===== config.mk =====
export PLATFORM = sky130hd
export DESIGN_NAME = extremum_scheduler
export DESIGN_NICKNAME = d
export VERILOG_FILES = /design/src/rtl/extremum_scheduler.sv
export SDC_FILE = /design/constraint.sdc
export NUM_CORES = 1
export LEC_CHECK = 0
export ABC_AREA = 1
export BUFFER_PORTS_ARGS = -buffer_cell sky130_fd_sc_hd__buf_2
export CORE_ASPECT_RATIO = 0.75
export CORE_MARGIN = 3
export CORE_UTILIZATION = 40
export DETAILED_ROUTE_END_ITERATION = 8
export MAX_ROUTING_LAYER = met4
export RECOVER_POWER = 100
export SYNTH_ARGS = -nofsm -noshare
export SYNTH_HDL_FRONTEND = slang
export SYNTH_SLANG_ARGS = --single-unit
export TNS_END_PERCENT = 50

===== constraint.sdc =====
create_clock -name SYS_aclk -period 7.45 [get_ports SYS_aclk]
set_input_delay 0 -clock SYS_aclk [delete_from_list [all_inputs] [get_ports SYS_aclk]]
set_output_delay 0 -clock SYS_aclk [all_outputs]
set_load 0.05 [all_outputs]

===== src/rtl/extremum_scheduler.sv =====
// extremum_scheduler: sequences measurement windows for an external extremum
// finder, then validates and registers each window's min/max/peak-to-peak
// result. It can also autorange the finder's input shift from the measured
// peak-to-peak level.
//
// Ports
//   SYS_aclk, SYS_aresetn        clock, asynchronous active-low reset
//   CTRL_enable/single/auto      continuous run, single-shot pulse, autorange select
//   CTRL_log_count, CTRL_shift   requested window length (log2), manual shift
//   EF_log_count, EF_shift       window length / shift to finder (length 0 = finder cleared)
//   EF_min, EF_max, EF_valid     window extrema returned by the finder
//   RES_min/max/pp/valid/count   registered result, update strobe, good-window count
//   STAT_busy/timeout/error      window active, sticky timeout, sticky max<min
//
// state   | meaning
// IDLE    | finder cleared, waiting for enable or single-shot
// ARM     | finder cleared for one cycle, window length latched, timer loaded
// MEASURE | finder running, waiting for EF_valid or timeout
// EVAL    | check captured extrema, update result and autorange
module extremum_scheduler #(
    parameter int                          AXIS_TDATA_WIDTH = 32,
    parameter logic [AXIS_TDATA_WIDTH-1:0] PP_HIGH          = 32'h4000_0000,
    parameter logic [AXIS_TDATA_WIDTH-1:0] PP_LOW           = 32'h0400_0000
) (
    input  logic                        SYS_aclk,
    input  logic                        SYS_aresetn,
    input  logic                        CTRL_enable,
    input  logic                        CTRL_single,
    input  logic                        CTRL_auto,
    input  logic [4:0]                  CTRL_log_count,
    input  logic [2:0]                  CTRL_shift,
    output logic [4:0]                  EF_log_count,
    output logic [2:0]                  EF_shift,
    input  logic [AXIS_TDATA_WIDTH-1:0] EF_min,
    input  logic [AXIS_TDATA_WIDTH-1:0] EF_max,
    input  logic                        EF_valid,
    output logic [AXIS_TDATA_WIDTH-1:0] RES_min,
    output logic [AXIS_TDATA_WIDTH-1:0] RES_max,
    output logic [AXIS_TDATA_WIDTH-1:0] RES_pp,
    output logic                        RES_valid,
    output logic [15:0]                 RES_count,
    output logic                        STAT_busy,
    output logic                        STAT_timeout,
    output logic                        STAT_error
);
    localparam int W = AXIS_TDATA_WIDTH;

    typedef enum logic [1:0] {S_IDLE, S_ARM, S_MEASURE, S_EVAL} state_t;

    state_t         state_q, state_d;
    logic [4:0]     len_q, len_d;
    logic [31:0]    tmr_q, tmr_d;
    logic           single_q, single_d;
    logic [W-1:0]   cap_min_q, cap_min_d, cap_max_q, cap_max_d;
    logic [W-1:0]   res_min_q, res_min_d, res_max_q, res_max_d, res_pp_q, res_pp_d;
    logic           res_valid_q, res_valid_d;
    logic [15:0]    res_count_q, res_count_d;
    logic [2:0]     shift_q, shift_d;
    logic           timeout_q, timeout_d, error_q, error_d;

    logic [4:0]     len_req;
    logic [W:0]     diff;
    logic [W-1:0]   pp_sat;
    logic           good;

    assign len_req = (CTRL_log_count > 5'd24) ? 5'd24 :
                     (CTRL_log_count == 5'd0) ? 5'd1 : CTRL_log_count;
    // Sign-extended subtraction; bit W set means the result does not fit.
    assign diff    = {cap_max_q[W-1], cap_max_q} - {cap_min_q[W-1], cap_min_q};
    assign pp_sat  = diff[W] ? '1 : diff[W-1:0];
    assign good    = $signed(cap_max_q) >= $signed(cap_min_q);

    always_comb begin
        state_d     = state_q;
        len_d       = len_q;
        tmr_d       = tmr_q;
        single_d    = single_q;
        cap_min_d   = cap_min_q;
        cap_max_d   = cap_max_q;
        res_min_d   = res_min_q;
        res_max_d   = res_max_q;
        res_pp_d    = res_pp_q;
        res_valid_d = 1'b0;
        res_count_d = res_count_q;
        shift_d     = shift_q;
        timeout_d   = timeout_q;
        error_d     = error_q;

        case (state_q)
            S_IDLE: begin
                if (CTRL_enable || CTRL_single) begin
                    state_d   = S_ARM;
                    // A window started without enable must survive enable staying low.
                    single_d  = !CTRL_enable;
                    timeout_d = 1'b0;
                    error_d   = 1'b0;
                end
            end
            S_ARM: begin
                len_d   = len_req;
                // Down-counter expires on its terminal count after 2^len + 64 cycles.
                tmr_d   = (32'd1 << len_req) + 32'd63;
                state_d = S_MEASURE;
            end
            S_MEASURE: begin
                if (!CTRL_enable && !single_q) begin
                    state_d = S_IDLE;
                end else if (EF_valid) begin
                    cap_min_d = EF_min;
                    cap_max_d = EF_max;
                    state_d   = S_EVAL;
                end else if (tmr_q == 32'd0) begin
                    timeout_d = 1'b1;
                    single_d  = 1'b0;
                    state_d   = CTRL_enable ? S_ARM : S_IDLE;
                end else begin
                    tmr_d = tmr_q - 32'd1;
                end
            end
            S_EVAL: begin
                if (good) begin
                    res_min_d   = cap_min_q;
                    res_max_d   = cap_max_q;
                    res_pp_d    = pp_sat;
                    res_valid_d = 1'b1;
                    res_count_d = res_count_q + 16'd1;
                    if (CTRL_auto) begin
                        if (pp_sat > PP_HIGH && shift_q != 3'd7)
                            shift_d = shift_q + 3'd1;
                        else if (pp_sat < PP_LOW && shift_q != 3'd0)
                            shift_d = shift_q - 3'd1;
                    end
                end else begin
                    error_d = 1'b1;
                end
                single_d = 1'b0;
                state_d  = CTRL_enable ? S_ARM : S_IDLE;
            end
            default: state_d = S_IDLE;
        endcase

        if (!CTRL_auto)
            shift_d = CTRL_shift;
    end

    always_ff @(posedge SYS_aclk or negedge SYS_aresetn) begin
        if (!SYS_aresetn) begin
            state_q     <= S_IDLE;
            len_q       <= '0;
            tmr_q       <= '0;
            single_q    <= 1'b0;
            cap_min_q   <= '0;
            cap_max_q   <= '0;
            res_min_q   <= '0;
            res_max_q   <= '0;
            res_pp_q    <= '0;
            res_valid_q <= 1'b0;
            res_count_q <= '0;
            shift_q     <= '0;
            timeout_q   <= 1'b0;
            error_q     <= 1'b0;
        end else begin
            state_q     <= state_d;
            len_q       <= len_d;
            tmr_q       <= tmr_d;
            single_q    <= single_d;
            cap_min_q   <= cap_min_d;
            cap_max_q   <= cap_max_d;
            res_min_q   <= res_min_d;
            res_max_q   <= res_max_d;
            res_pp_q    <= res_pp_d;
            res_valid_q <= res_valid_d;
            res_count_q <= res_count_d;
            shift_q     <= shift_d;
            timeout_q   <= timeout_d;
            error_q     <= error_d;
        end
    end

    assign EF_log_count = (state_q == S_MEASURE) ? len_q : 5'd0;
    assign EF_shift     = shift_q;
    assign RES_min      = res_min_q;
    assign RES_max      = res_max_q;
    assign RES_pp       = res_pp_q;
    assign RES_valid    = res_valid_q;
    assign RES_count    = res_count_q;
    assign STAT_busy    = (state_q == S_MEASURE);
    assign STAT_timeout = timeout_q;
    assign STAT_error   = error_q;

endmodule


==> results_tabular.tex <==
\begin{tabular}{lr}
\hline
Metric & Value \\
\hline
\multicolumn{2}{l}{\textbf{Floorplan}} \\
Initial Utilization & roughly 41\% \\
Die Ht & 160 um \\
Core outline area & 30600 um\^{}2 \\
I/O pin cnt & 202 \\
Die Footprint & 33800 um\^{}2 \\
\# rows & 55 \\
Floorplan die width & 211 um \\
\multicolumn{2}{l}{\textbf{Placed design}} \\
Number of port buffers & 201 \\
Hpwl dp & about 28000 um \\
Weighted congestion reported at the end of routability-driven placement & 0.925 \\
Instance count after placement with tap cells included & 2261 \\
\multicolumn{2}{l}{\textbf{Setup path}} \\
Required time at the endpoint of the critical path & 7.74 ns \\
Delay of the slowest cell on the worst path & 3.02 ns \\
Data arrival time of the worst path & 5.41 ns \\
Kind of end point of the critical path & async pin \\
Worst path buffer plus inverter count & 3 \\
Category of the worst setup path launch point & primary input \\
Worst-path cell chain & dlygate4sd3\_1, clkbuf\_1, clkbuf\_2 \\
Worst-path cell with the longest stage delay & clkbuf\_1 \\
Top cell family by delay on the critical path & buffers and inverters \\
Largest driver fanout on the critical path & 81 \\
Type of the worst setup path & in -> async \\
\multicolumn{2}{l}{\textbf{Status}} \\
Run status & finished, violations left \\
Violated checks & max-capacitance violations, max-slew violations \\
\multicolumn{2}{l}{\textbf{Power}} \\
P per Cell Area & 529 nW/um\^{}2 \\
Static leakage & 7.80 nW \\
Maximum vdd drop & 0.000297 V \\
\multicolumn{2}{l}{\textbf{Logic synthesis}} \\
Share of synthesized area spent on multiplexers & 1.78\% \\
Post-synthesis share of cell area spent on xor and xnor gates & approximately 2.4\% \\
Biggest area consumer among synthesized cells & dfrtp\_1 \\
Synthesized area per cell & 7.40 um\^{}2 \\
Largest family of logic cells by synthesized area & simple AND/OR/NAND/NOR gates \\
Complex-gate fraction of the synthesized area & 11.3\% \\
Fraction of synthesized cell area taken by the top area cell type & about 44\% \\
Fraction of synthesis flops using an asynchronous set or reset pin & 100\% \\
Sequential element share of the synthesized area & 44.0\% \\
Number of flops mapped to enable cells by yosys & 0 \\
Library cells used by synthesis & 53 \\
Ys Warns & 0 \\
Area of the mapped netlist & 12600 um\^{}2 \\
Most used flip-flop cell after synthesis & dfrtp\_1 \\
Net count after synthesis & roughly 1800 \\
Fraction of the mapped netlist area in adder cells & 3.89\% \\
Mapped Cells & 1706 \\
Post-Synth Simple-Gate Area & 26.5\% \\
Synthesis-stage register bit count & 222 \\
Synth area leaders & dfrtp\_1 44\%, nand2\_1 13\%, inv\_1 7.8\%, nor2\_1 6.5\%, o21ai\_0 3.8\% \\
\multicolumn{2}{l}{\textbf{Timing}} \\
Number of setup violations in the final report & 0 \\
Period utilization & 68.7\% \\
Maximum achievable frequency & 195 MHz \\
Total negative slack for setup checks & 0 ns \\
Max-slew violation count & roughly 380 \\
Setup repair after global routing missed its margin & no \\
Tmin final & 5.12 ns \\
Number of failing hold endpoints at the final stage & 0 \\
Post-route clock skew & about 0.015 ns \\
Max\_slew headroom & -189\% \\
Slew at the pin with the worst max-slew slack & 4.33 ns \\
\multicolumn{2}{l}{\textbf{GRT}} \\
Met2 Use GR & 32.1\% \\
Global routing usage summed across all routing layers & a little under a quarter \\
Most congested layer reported by global routing & met1 \\
Maximum number of pins on one net before global-route repair & 82 \\
Routing usage on met3 & 3.38\% \\
Global-route congestion overflow total & 0 \\
Met1 Usage GRT & 35.4\% \\
Number of global-route vias before repair & approximately 11000 \\
Wire length of the first global-routing pass & 61000 um \\
Initial antenna violation count & 0 \\
\multicolumn{2}{l}{\textbf{Layout}} \\
Antenna fix cells & 0 \\
Net count, final & 2082 \\
Combined area of the multi-input logic cells & 5780 um\^{}2 \\
Ratio of cells with drive above 1 in the final layout & under 10\% \\
Count of non-filler cells in the finished layout & approximately 2400 \\
Number of fill cells in the layout & 3070 \\
Fraction of the core area covered by cells at the end of the flow & between 50\% and 60\% \\
Area used by sequential logic in the layout & 5560 um\^{}2 \\
Layout overhead on the synthesized area & 21.8\% \\
\multicolumn{2}{l}{\textbf{Detailed routing}} \\
Initial DRC count & $\sim$1100 \\
Wirelength, routed & 38100 um \\
Routed len/inst & 16.0 um \\
Number of detailed-routing iterations run before antenna repair & 5 \\
Detail Route Antenna Nets & 0 \\
Per-cell via count in the routed design & 4.95 \\
Total via count after detailed routing & $\sim$12000 \\
Residual DRC & 0 \\
\multicolumn{2}{l}{\textbf{Job}} \\
Number of maximum-capacitance violations & 6 \\
\multicolumn{2}{l}{\textbf{CTS}} \\
Clock transition at the registers of the reported paths & $\sim$0.060 ns \\
Clock insertion delay at the later pin of the skew report & 0.53 ns \\
Number of clock sinks & 222 \\
Inserted Clock Buffers & 25 \\
Clock tree root buffer cell & clkbuf\_16 \\
Max H-tree Level & 1 \\
CTS tree & yes \\
Number of gates resized after cts & 0 \\
Maximum number of buffers from clock root to sink & 3 \\
Post-CTS Repair Setup Buffers & 0 \\
\multicolumn{2}{l}{\textbf{Hold path}} \\
Type of the most critical hold path & in -> reg \\
\hline
\end{tabular}
## cells by family (layout without fill, tap and decap cells)
family,count (synthesis),count (layout)
compound gates,258,258
xor+xnor,35,35
fa+ha+maj,38,38
buf+inv,324,602
flops,222,222
mux,20,20
other cells,1,1
simple gates,808,808
## cell type report
cell class              instances  area share, %
inverters                     271           6.61
clock buffers                  35           4.70
flip-flops and latches        222           36.1
clock inverters                10          0.944
well taps                     399           3.25
multi-input cells            1160           37.6
repair buffers                286           10.8
## flip-flops by register name (all words and copies together), names as in the netlist, 5 cells and up
name / cells
tmr_q: 32
RES_count: 16
len_q: 5
RES_max: 32
RES_min: 32
cap_min_q: 32
cap_max_q: 32
RES_pp: 32
## Yosys cell counts, drive strengths merged, types with 3 or more instances
cell type	count
o21a	3
a21oi	86
nand4	15
mux2	20
clkbuf	25
nor4	6
nand3b	6
nand3	65
o22ai	3
nor3	23
o211ai	4
ha	36
nand2	459
buf	28
o21ai	105
dfrtp	222
inv	270
xnor2	12
a31oi	39
xor2	23
nor2	228
## where the power goes
| part | internal (W) | switching (W) | leakage [nW] | total [W] |
|---|---|---|---|---|
| clock network | 0.000783 | 0.000510 | 0.421 | 0.00129 |
| logic | 0.00125 | 0.00355 | 4.75 | 0.00480 |
| registers | 0.00171 | 0.000340 | 2.63 | 0.00205 |
## repair_timing
action                                 4_1_cts  5_1_grt
endpoints found under the hold margin      162        0
setup endpoints to repair                    0        0
hold buffers                                77        0
## worst min-delay path: stages
cell and delay, ns:
dlygate4sd3_1 0.51, buf_2 0.09, mux2_2 0.12
## routing by layer
metal  up-vias  routed length, um
met2       348              15400
li1       5892                  -
met1      5505              19600
met3        53               2280
met4         0                789
met5         -                  0
## stage by stage
step | worst slack [ns] | hold WS (ns) | area, um^2 | total power [W]
global route | 1.25 | 0.240 | 15400 | 0.00879
global placement | 2.98 | 0.0335 | 14000 | 0.00682
finish | 2.33 | 0.227 | 15400 | 0.00814
CTS | 2.85 | 0.0609 | 15600 | 0.00822
floorplan | 4.25 | -0.296 | 12600 | 0.00554
detailed placement | 2.99 | 0.0274 | 14000 | 0.00685
## path summary, 6_finish.rpt
kind                              start       endpoint  slack (ns)  depth (start not counted)
setup / recovery            SYS_aresetn  cap_min_q[24]        2.33                          3
setup reg to reg           cap_min_q[2]     RES_min[8]        2.34                         16
hold reg to reg             RES_max[30]    RES_max[30]        0.48                          2
min in group asynchronous   SYS_aresetn     RES_min[1]        1.57                          2
max in group SYS_aclk      cap_min_q[2]     RES_min[8]        2.34                         16
hold / removal               EF_max[17]  cap_max_q[17]        0.23                          3
## cell usage in the layout, fill, tap and decap left out, types with 3 or more instances in the layout
cell type,synthesis,final
nand2_1,451,452
nor4_1,6,6
dfrtp_1,222,222
xor2_1,23,23
o211ai_1,4,4
clkbuf_1,25,132
nor2_1,219,220
a31oi_1,39,39
bufinv_16,0,3
nor3_1,17,20
nand4_1,15,15
inv_1,262,263
nand3b_1,6,6
mux2_2,20,20
xnor2_1,12,12
clkbuf_8,0,6
dlygate4sd3_1,0,77
clkbuf_16,0,25
nand3_1,63,63
o21ai_1,7,4
ha_1,36,36
buf_4,3,3
a21oi_1,86,86
o21a_1,3,3
nor3_2,6,3
clkinv_2,0,3
o21ai_0,96,100
buf_2,23,76
nor2_2,7,6
nand2_2,5,5
o22ai_1,3,3
inv_2,8,7
No activity file was read; power rests on OpenSTA's default activity.
